**src/rtl/present_encrypt.sv**
```systemverilog
// PRESENT-80 iterative block encryption: 31 rounds, one per clock, then key whitening.
// Latency: ciphertext and ready registered 32 cycles after the last reset edge.
// No backpressure: rst both loads the operands and starts; a new rst aborts any run in flight.
//
// Ports:
//   clk   - rising-edge clock
//   rst   - synchronous active-high reset/start; msg/key are sampled while high
//   msg   - 64-bit plaintext
//   key   - 80-bit cipher key
//   ready - high while enc holds a finished ciphertext (level, held until next rst)
//   enc   - 64-bit ciphertext, zero until the first completion after rst
module present_encrypt (
  input  logic        clk,
  input  logic        rst,
  input  logic [63:0] msg,
  input  logic [79:0] key,
  output logic        ready,
  output logic [63:0] enc
);

  // Round counter encoding: 1..31 = rounds, 32 = whitening, 33 = done (hold).
  localparam logic [5:0] RC_FIRST = 6'd1;
  localparam logic [5:0] RC_LAST  = 6'd31;
  localparam logic [5:0] RC_FINAL = 6'd32;
  localparam logic [5:0] RC_DONE  = 6'd33;

  logic [63:0] state_q, state_d;
  logic [79:0] kreg_q,  kreg_d;
  logic [5:0]  rc_q,    rc_d;
  logic        ready_q, ready_d;
  logic [63:0] enc_q,   enc_d;

  logic [63:0] add_key;
  logic [63:0] s_layer;
  logic [63:0] p_layer;
  logic [79:0] k_rot;
  logic [79:0] k_next;

  function automatic logic [3:0] sbox(input logic [3:0] x);
    logic [3:0] y;
    case (x)
      4'h0: y = 4'hC;
      4'h1: y = 4'h5;
      4'h2: y = 4'h6;
      4'h3: y = 4'hB;
      4'h4: y = 4'h9;
      4'h5: y = 4'h0;
      4'h6: y = 4'hA;
      4'h7: y = 4'hD;
      4'h8: y = 4'h3;
      4'h9: y = 4'hE;
      4'hA: y = 4'hF;
      4'hB: y = 4'h8;
      4'hC: y = 4'h4;
      4'hD: y = 4'h7;
      4'hE: y = 4'h1;
      default: y = 4'h2;
    endcase
    return y;
  endfunction

  // Round datapath: add round key, substitute, permute.
  always_comb begin
    add_key = state_q ^ kreg_q[79:16];
    s_layer = '0;
    for (int n = 0; n < 16; n++) begin
      s_layer[4*n +: 4] = sbox(add_key[4*n +: 4]);
    end
    // Bit i lands at 16*i mod 63; bit 63 is a fixed point of the permutation.
    p_layer = '0;
    for (int i = 0; i < 63; i++) begin
      p_layer[(i * 16) % 63] = s_layer[i];
    end
    p_layer[63] = s_layer[63];
  end

  // Key schedule: rotate left 61, substitute top nibble, fold in round counter.
  always_comb begin
    k_rot           = {kreg_q[18:0], kreg_q[79:19]};
    k_next          = k_rot;
    k_next[79:76]   = sbox(k_rot[79:76]);
    k_next[19:15]   = k_rot[19:15] ^ rc_q[4:0];
  end

  always_comb begin
    state_d = state_q;
    kreg_d  = kreg_q;
    rc_d    = rc_q;
    ready_d = ready_q;
    enc_d   = enc_q;
    if (rst) begin
      state_d = msg;
      kreg_d  = key;
      rc_d    = RC_FIRST;
      ready_d = 1'b0;
      enc_d   = '0;
    end else if (rc_q >= RC_FIRST && rc_q <= RC_LAST) begin
      state_d = p_layer;
      kreg_d  = k_next;
      rc_d    = rc_q + 6'd1;
    end else if (rc_q == RC_FINAL) begin
      // kreg now holds K32, the whitening key.
      enc_d   = state_q ^ kreg_q[79:16];
      ready_d = 1'b1;
      rc_d    = RC_DONE;
    end
    // Any other counter value (done, or unreachable codes) holds everything.
  end

  always_ff @(posedge clk) begin
    state_q <= state_d;
    kreg_q  <= kreg_d;
    rc_q    <= rc_d;
    ready_q <= ready_d;
    enc_q   <= enc_d;
  end

  assign ready = ready_q;
  assign enc   = enc_q;

endmodule

```
**config.mk**
```make
export PLATFORM = sky130hd
export DESIGN_NAME = present_encrypt
export DESIGN_NICKNAME = d
export VERILOG_FILES = /design/src/rtl/present_encrypt.sv
export SDC_FILE = /design/constraint.sdc
export NUM_CORES = 1
export LEC_CHECK = 0
export BUFFER_PORTS_ARGS = -buffer_cell sky130_fd_sc_hd__buf_2
export CAP_MARGIN = 20
export CORE_UTILIZATION = 57
export DETAILED_ROUTE_END_ITERATION = 16
export PLACE_DENSITY_LB_ADDON = 0.15
export SLEW_MARGIN = 20
export SYNTH_ARGS = -nofsm -noshare
export SYNTH_HDL_FRONTEND = slang
export SYNTH_SLANG_ARGS = --single-unit
```
**constraint.sdc**
```tcl
create_clock -name clk -period 6.2 [get_ports clk]
set_input_delay 0.31 -clock clk [delete_from_list [all_inputs] [get_ports clk]]
set_output_delay 0.31 -clock clk [all_outputs]
set_load 0.01 [all_outputs]
```
* After elaboration in Yosys (flattened, before gate mapping)
Memories as Yosys holds them, arrays and structs flattened. A register that Yosys moved wholly into a read port is not among the register bits.
Cells that the tools add are included.
** Cells by class
- Add/subtract/negate cells :: 1
- Magnitude comparators :: 2
- Equal/unequal tests :: 1
- Muxes and demuxes :: 7
- Bitwise operators :: 3
- Reductions and logical operators :: 4
** Operators with widths (count)
- 2-to-1 mux 80 bit :: 2
- 2-to-1 mux 64 bit :: 2
- bitwise XOR 64 bit :: 1
- 2-to-1 mux 6 bit :: 2
- adder 6 x 1 -> 6 bit, second input constant :: 1
- == test 6 bit, second input constant :: 1
- greater-or-equal comparator 6 x 1 -> 1 bit, second input constant :: 1
- less-or-equal comparator 6 x 5 -> 1 bit, second input constant :: 1
- bitwise XOR 5 bit :: 1
- 2-to-1 mux 4 bit :: 1
- nonzero test 2 bit :: 2
- AND reduction 2 bit :: 1
- logical AND 1 bit :: 1
- inverter 1 bit :: 1
** Word-level totals
- Flip-flop bits (word level) :: 215
- Memory bits (read-only) :: 1088
- Bits of input ports :: 146
- Word-level logic and storage cells :: 40
- Memories :: 17
** Memories
- (name not given) :: words 16, width 4, rd ports 1, clocked after Yosys merged registers in 1, wr ports 0, RTL line 41 : case (x)
- (name not given) :: words 16, width 4, rd ports 1, clocked after Yosys merged registers in 0, wr ports 0, RTL line 41
- (name not given) :: words 16, width 4, rd ports 1, clocked after Yosys merged registers in 0, wr ports 0, RTL line 41
- (name not given) :: words 16, width 4, rd ports 1, clocked after Yosys merged registers in 0, wr ports 0, RTL line 41
- (name not given) :: words 16, width 4, rd ports 1, clocked after Yosys merged registers in 0, wr ports 0, RTL line 41
- (name not given) :: words 16, width 4, rd ports 1, clocked after Yosys merged registers in 0, wr ports 0, RTL line 41
- 11 more memories

* Longest topological paths before layout
- Depth in word-level cells :: 5
- Mapped depth :: 9
- Gate-level depth less buffers :: 9

* Least setup slack after synthesis
No wires, ideal clock.
- Path kind :: register -> register
- Start :: reg rc_q[0]
- End :: reg, netlist name k_next[78]
- Data arrival time :: 4.794 ns
- Required time :: 6.066 ns
- Path slack :: 1.272 ns
- Stages on the path, launching flop included :: 9
- Clock period less this slack :: 4.928 ns
- Cells stage by stage :: dfxtp_1 inv_1 ha_1 nor3b_4 a21oi_4 mux2i_1 ha_1 inv_1 mux4_2
** Between the ends
- Word-level cells in the longest chain between the ends :: 4
** Ends and longest elaborated chain
- start: declaration :: RTL line 29 : logic [5:0] rc_q, rc_d;
- start signal: assignment :: RTL line 113 : rc_q <= rc_d;
- greater-or-equal comparator 6 x 1 -> 1 bit (tied with other cells) :: RTL line 97 : end else if (rc_q >= RC_FIRST && rc_q <= RC_LAST) begin
- logical AND 1 bit or 2-to-1 mux 80 bit (tied branches) :: RTL line 97
- nonzero test 2 bit (no line) or 2-to-1 mux 80 bit (tied branches)
- 2-to-1 mux 4 bit (no line) *
Every way passes the cells marked *; elsewhere a longest branch is shown, timed or not. The select of a mux whose other input is x is not followed.
A chain may end at the register's enable or synchronous reset.

* Final worst setup path
- Start :: reg rc_q[0]
- End :: reg, netlist name k_next[78]
** Between the ends
- Word-level cells in the longest chain between the ends :: 4
** Ends and longest elaborated chain (RTL line)
- greater-or-equal comparator 6 x 1 -> 1 bit (tied with other cells) :: 97
- logical AND 1 bit or 2-to-1 mux 80 bit (tied branches) :: 97
- nonzero test 2 bit (no line) or 2-to-1 mux 80 bit (tied branches)
- 2-to-1 mux 4 bit (no line) *
Marked as above.

==> out/metrics.yaml <==
cts:
  cts_max_level: 1
  cts_setup_buffers: 0
  clockRootBuffer: "clkbuf_16"
  cts_hold_buf: 0
  cts_buffers: 24
  numClockSinks: 219
  clk_latency_ns: 0.52
  cts_tree: "done"
  clk_path_buf_depth: 3
  ctsResizeCount: 0
  path_clk_slew_ns: 0.06
setup_path:
  crit_chain: "inv_1 > ha_1 > nor3b_4 > a21oi_4 > buf_12 > mux2_2 > ha_1 > inv_1 > mux4_2"
  path_delay_family: "multiplexers"
  rr_worst_depth: 9
  critPathBufInv: 3
  end_kind: "flip-flop"
  cp.arrival_ns: 3.72
  critPathKind: "flip-flop to flip-flop"
  critical_path.max_fanout: 148
  crit_slowest_cell: "buf_12"
  r2r_slack_ns: 2.87
  crit_cells: 9
  cp.required_ns: 6.59
  max_stage_delay_ns: 0.51
  crit_path_start_kind: "flip-flop"
worst_hold_path:
  min_path_cells: 3
  hold_path.class: "input pin to flip-flop"
floorplanning:
  rows: 52
  die_h_microns: 147
  fp.dieArea_sq_um: 21600
  start_util: 0.586
  dieWidth_microns: 147
  top_level_ports: 211
  coreArea_sq_um: 20400
synth:
  ys_top_cells_by_count: "edfxtp_1, mux2_2, nor2_1"
  synth_area_leader_cell: "edfxtp_1"
  syn-mean-instance-area_sq_um: 12.3
  synth_cell_type_count: 37
  yosysWarnings: 0
  synth-main-ff-cell: "edfxtp_1"
  synth_area_leaders: "edfxtp_1, dfxtp_1, mux2_2"
  yosysMostFrequentCell: "edfxtp_1"
  synth_cells: 974
  synth_enable_flop_cells: 144
  ys_ff_latch: 219
  netlist.area_leader.share: 0.361
  ys_seq_area_frac: 0.487
  synthesis.nets: 1209
  postSynth.asyncResetShare: 0
  syn_area_sq_um: 12000
detailed_routing:
  vias: 8192
  drt_iter0_markers: 716
  vias_per_cell: 5.60
  drc_errors: 0
  dr.pass1.iters: 5
  wire_per_inst_microns: 20.0
  drtAntennaViolNets: 0
  drt_wl_total_microns: 29300
timing:
  finalSetupViolCount: 0
  rsz0062_at_grt: "no"
  timing.setup.tns_ns: 0
  final_max_slew_viol_count: 0
  whs_ns: 0.0782
  finClkSkew_ns: 0.0146
  worst_slew_pin_slew_ns: 1.01
  period_share: 0.537
  fin_crit_ns: 3.33
  maxSlewHeadroom: 0.324
  fmax_ghz: 0.300
  hold_violations: 0
pwr:
  seqPwrFrac: 0.329
  power.density_nw_per_um2: 521
  p_leak_nw: 5.97
  clkPwrFrac: 0.206
  irDropWorstVdd_mv: 0.214
  combinationalPowerShare: 0.465
  swShare: 0.375
  p_sw_w: 0.00275
  p_int_w: 0.00458
global_route:
  antenna_found_initial: 2
  gr-usage-met3: 0.0435
  grt-ovfl-total: 0
  grtUsageMet1: 0.393
  grt_pass1_vias: 7762
  grt_pass1_wl_microns: 44000
  grt_max_degree: 149
  track_usage: 0.271
  met2_usage: 0.425
  busiest_layer: "met2"
place:
  dp_hpwl_microns: 21300
  gp_congestion: 0.874
  numPortBuffers: 210
final_layout:
  area_growth_pct: 17.6
  layout.nets: 1408
  drive_above_1_share: 0.339
job:
  max_cap_viol_count: 0
run_status:
  status: "finished clean"
==> sequential cells by signal, indices dropped and copies added (netlist names) <==
register,count
kreg_q,80
state_q,64
ready,1
k_next,4
rc_q,6
enc,64
==> power by group through the flow <==
stage | combinational, W | clock [W] | sequential (W)
2_1_floorplan | 0.00257 | 0 | 0.00232
3_3_place_gp | 0.00330 | 0 | 0.00243
3_5_place_dp | 0.00338 | 0 | 0.00244
4_1_cts | 0.00342 | 0.00153 | 0.00241
5_1_grt | 0.00379 | 0.00159 | 0.00244
6_report | 0.00341 | 0.00151 | 0.00241
==> metal layers <==
layer / part of all wire / routed length, microns
met2: 0.46 / 13400
met4: 0.018 / 533
met5: 0 / 0
met1: 0.44 / 12900
met3: 0.083 / 2440
==> logic make-up (layout without fill, tap and decap cells) <==
kind of cell | Yosys count | after routing | share of synthesized area
flops | 219 | 219 | 0.487
fa+ha+maj | 89 | 89 | 0.0931
simple gates | 182 | 182 | 0.0649
xor+xnor | 98 | 98 | 0.0717
compound gates | 119 | 119 | 0.0614
mux | 170 | 170 | 0.189
other cells | 0 | 2 | 0
buf+inv | 97 | 314 | 0.0325
==> area by class of cell <==
type	count	area, sq um
fillers	1554	6360
flip-flops and latches	219	5830
multi-input cells	658	5760
repair buffers	215	1110
clock buffers	28	657
well taps	270	338
inverters	55	206
clock inverters	16	176
diodes	2	5.00
==> path summary, 6_finish.rpt <==
check	start	endpoint
max	rc_q[0]	k_next[78]
min	msg[60]	state_q[60]
max reg2reg	rc_q[0]	k_next[78]
min reg2reg	enc[58]	enc[58]
==> layout by cell type (no fill, tap or decap), types with 6 or more instances in the layout <==
master and instances:
edfxtp_1 144, nand2_1 40, dfxtp_1 75, xnor2_1 38
buf_2 209, nor3_1 34, o21ai_0 37, mux4_2 33
a211oi_1 48, mux2_2 108, clkbuf_16 25, clkinv_2 6
ha_1 89, xor2_1 60, nor2_1 98, mux2i_1 26
a21oi_1 29, inv_1 53
==> through the flow <==
| stage | area [sq um] | power, W | setup WS [ns] | utilization | instances |
|---|---|---|---|---|---|
| 5_1_grt | 14100 | 0.00782 | 2.78 | 0.689 | 1461 |
| 4_1_cts | 14100 | 0.00736 | 2.93 | 0.689 | 1461 |
| 3_5_place_dp | 13200 | 0.00582 | 2.96 | 0.648 | 1417 |
| 3_3_place_gp | 13200 | 0.00573 | 2.99 | 0.648 | 1417 |
| 6_report | 14100 | 0.00733 | 2.87 | 0.689 | 1463 |
| 2_1_floorplan | 12000 | 0.00489 | 1.27 | - | 974 |
==> tightest hold or removal path, stage by stage <==
cell,delay [ns]
buf_2,0.07
nand2_1,0.04
o21ai_0,0.06
No activity file was read; power rests on OpenSTA's default activity.
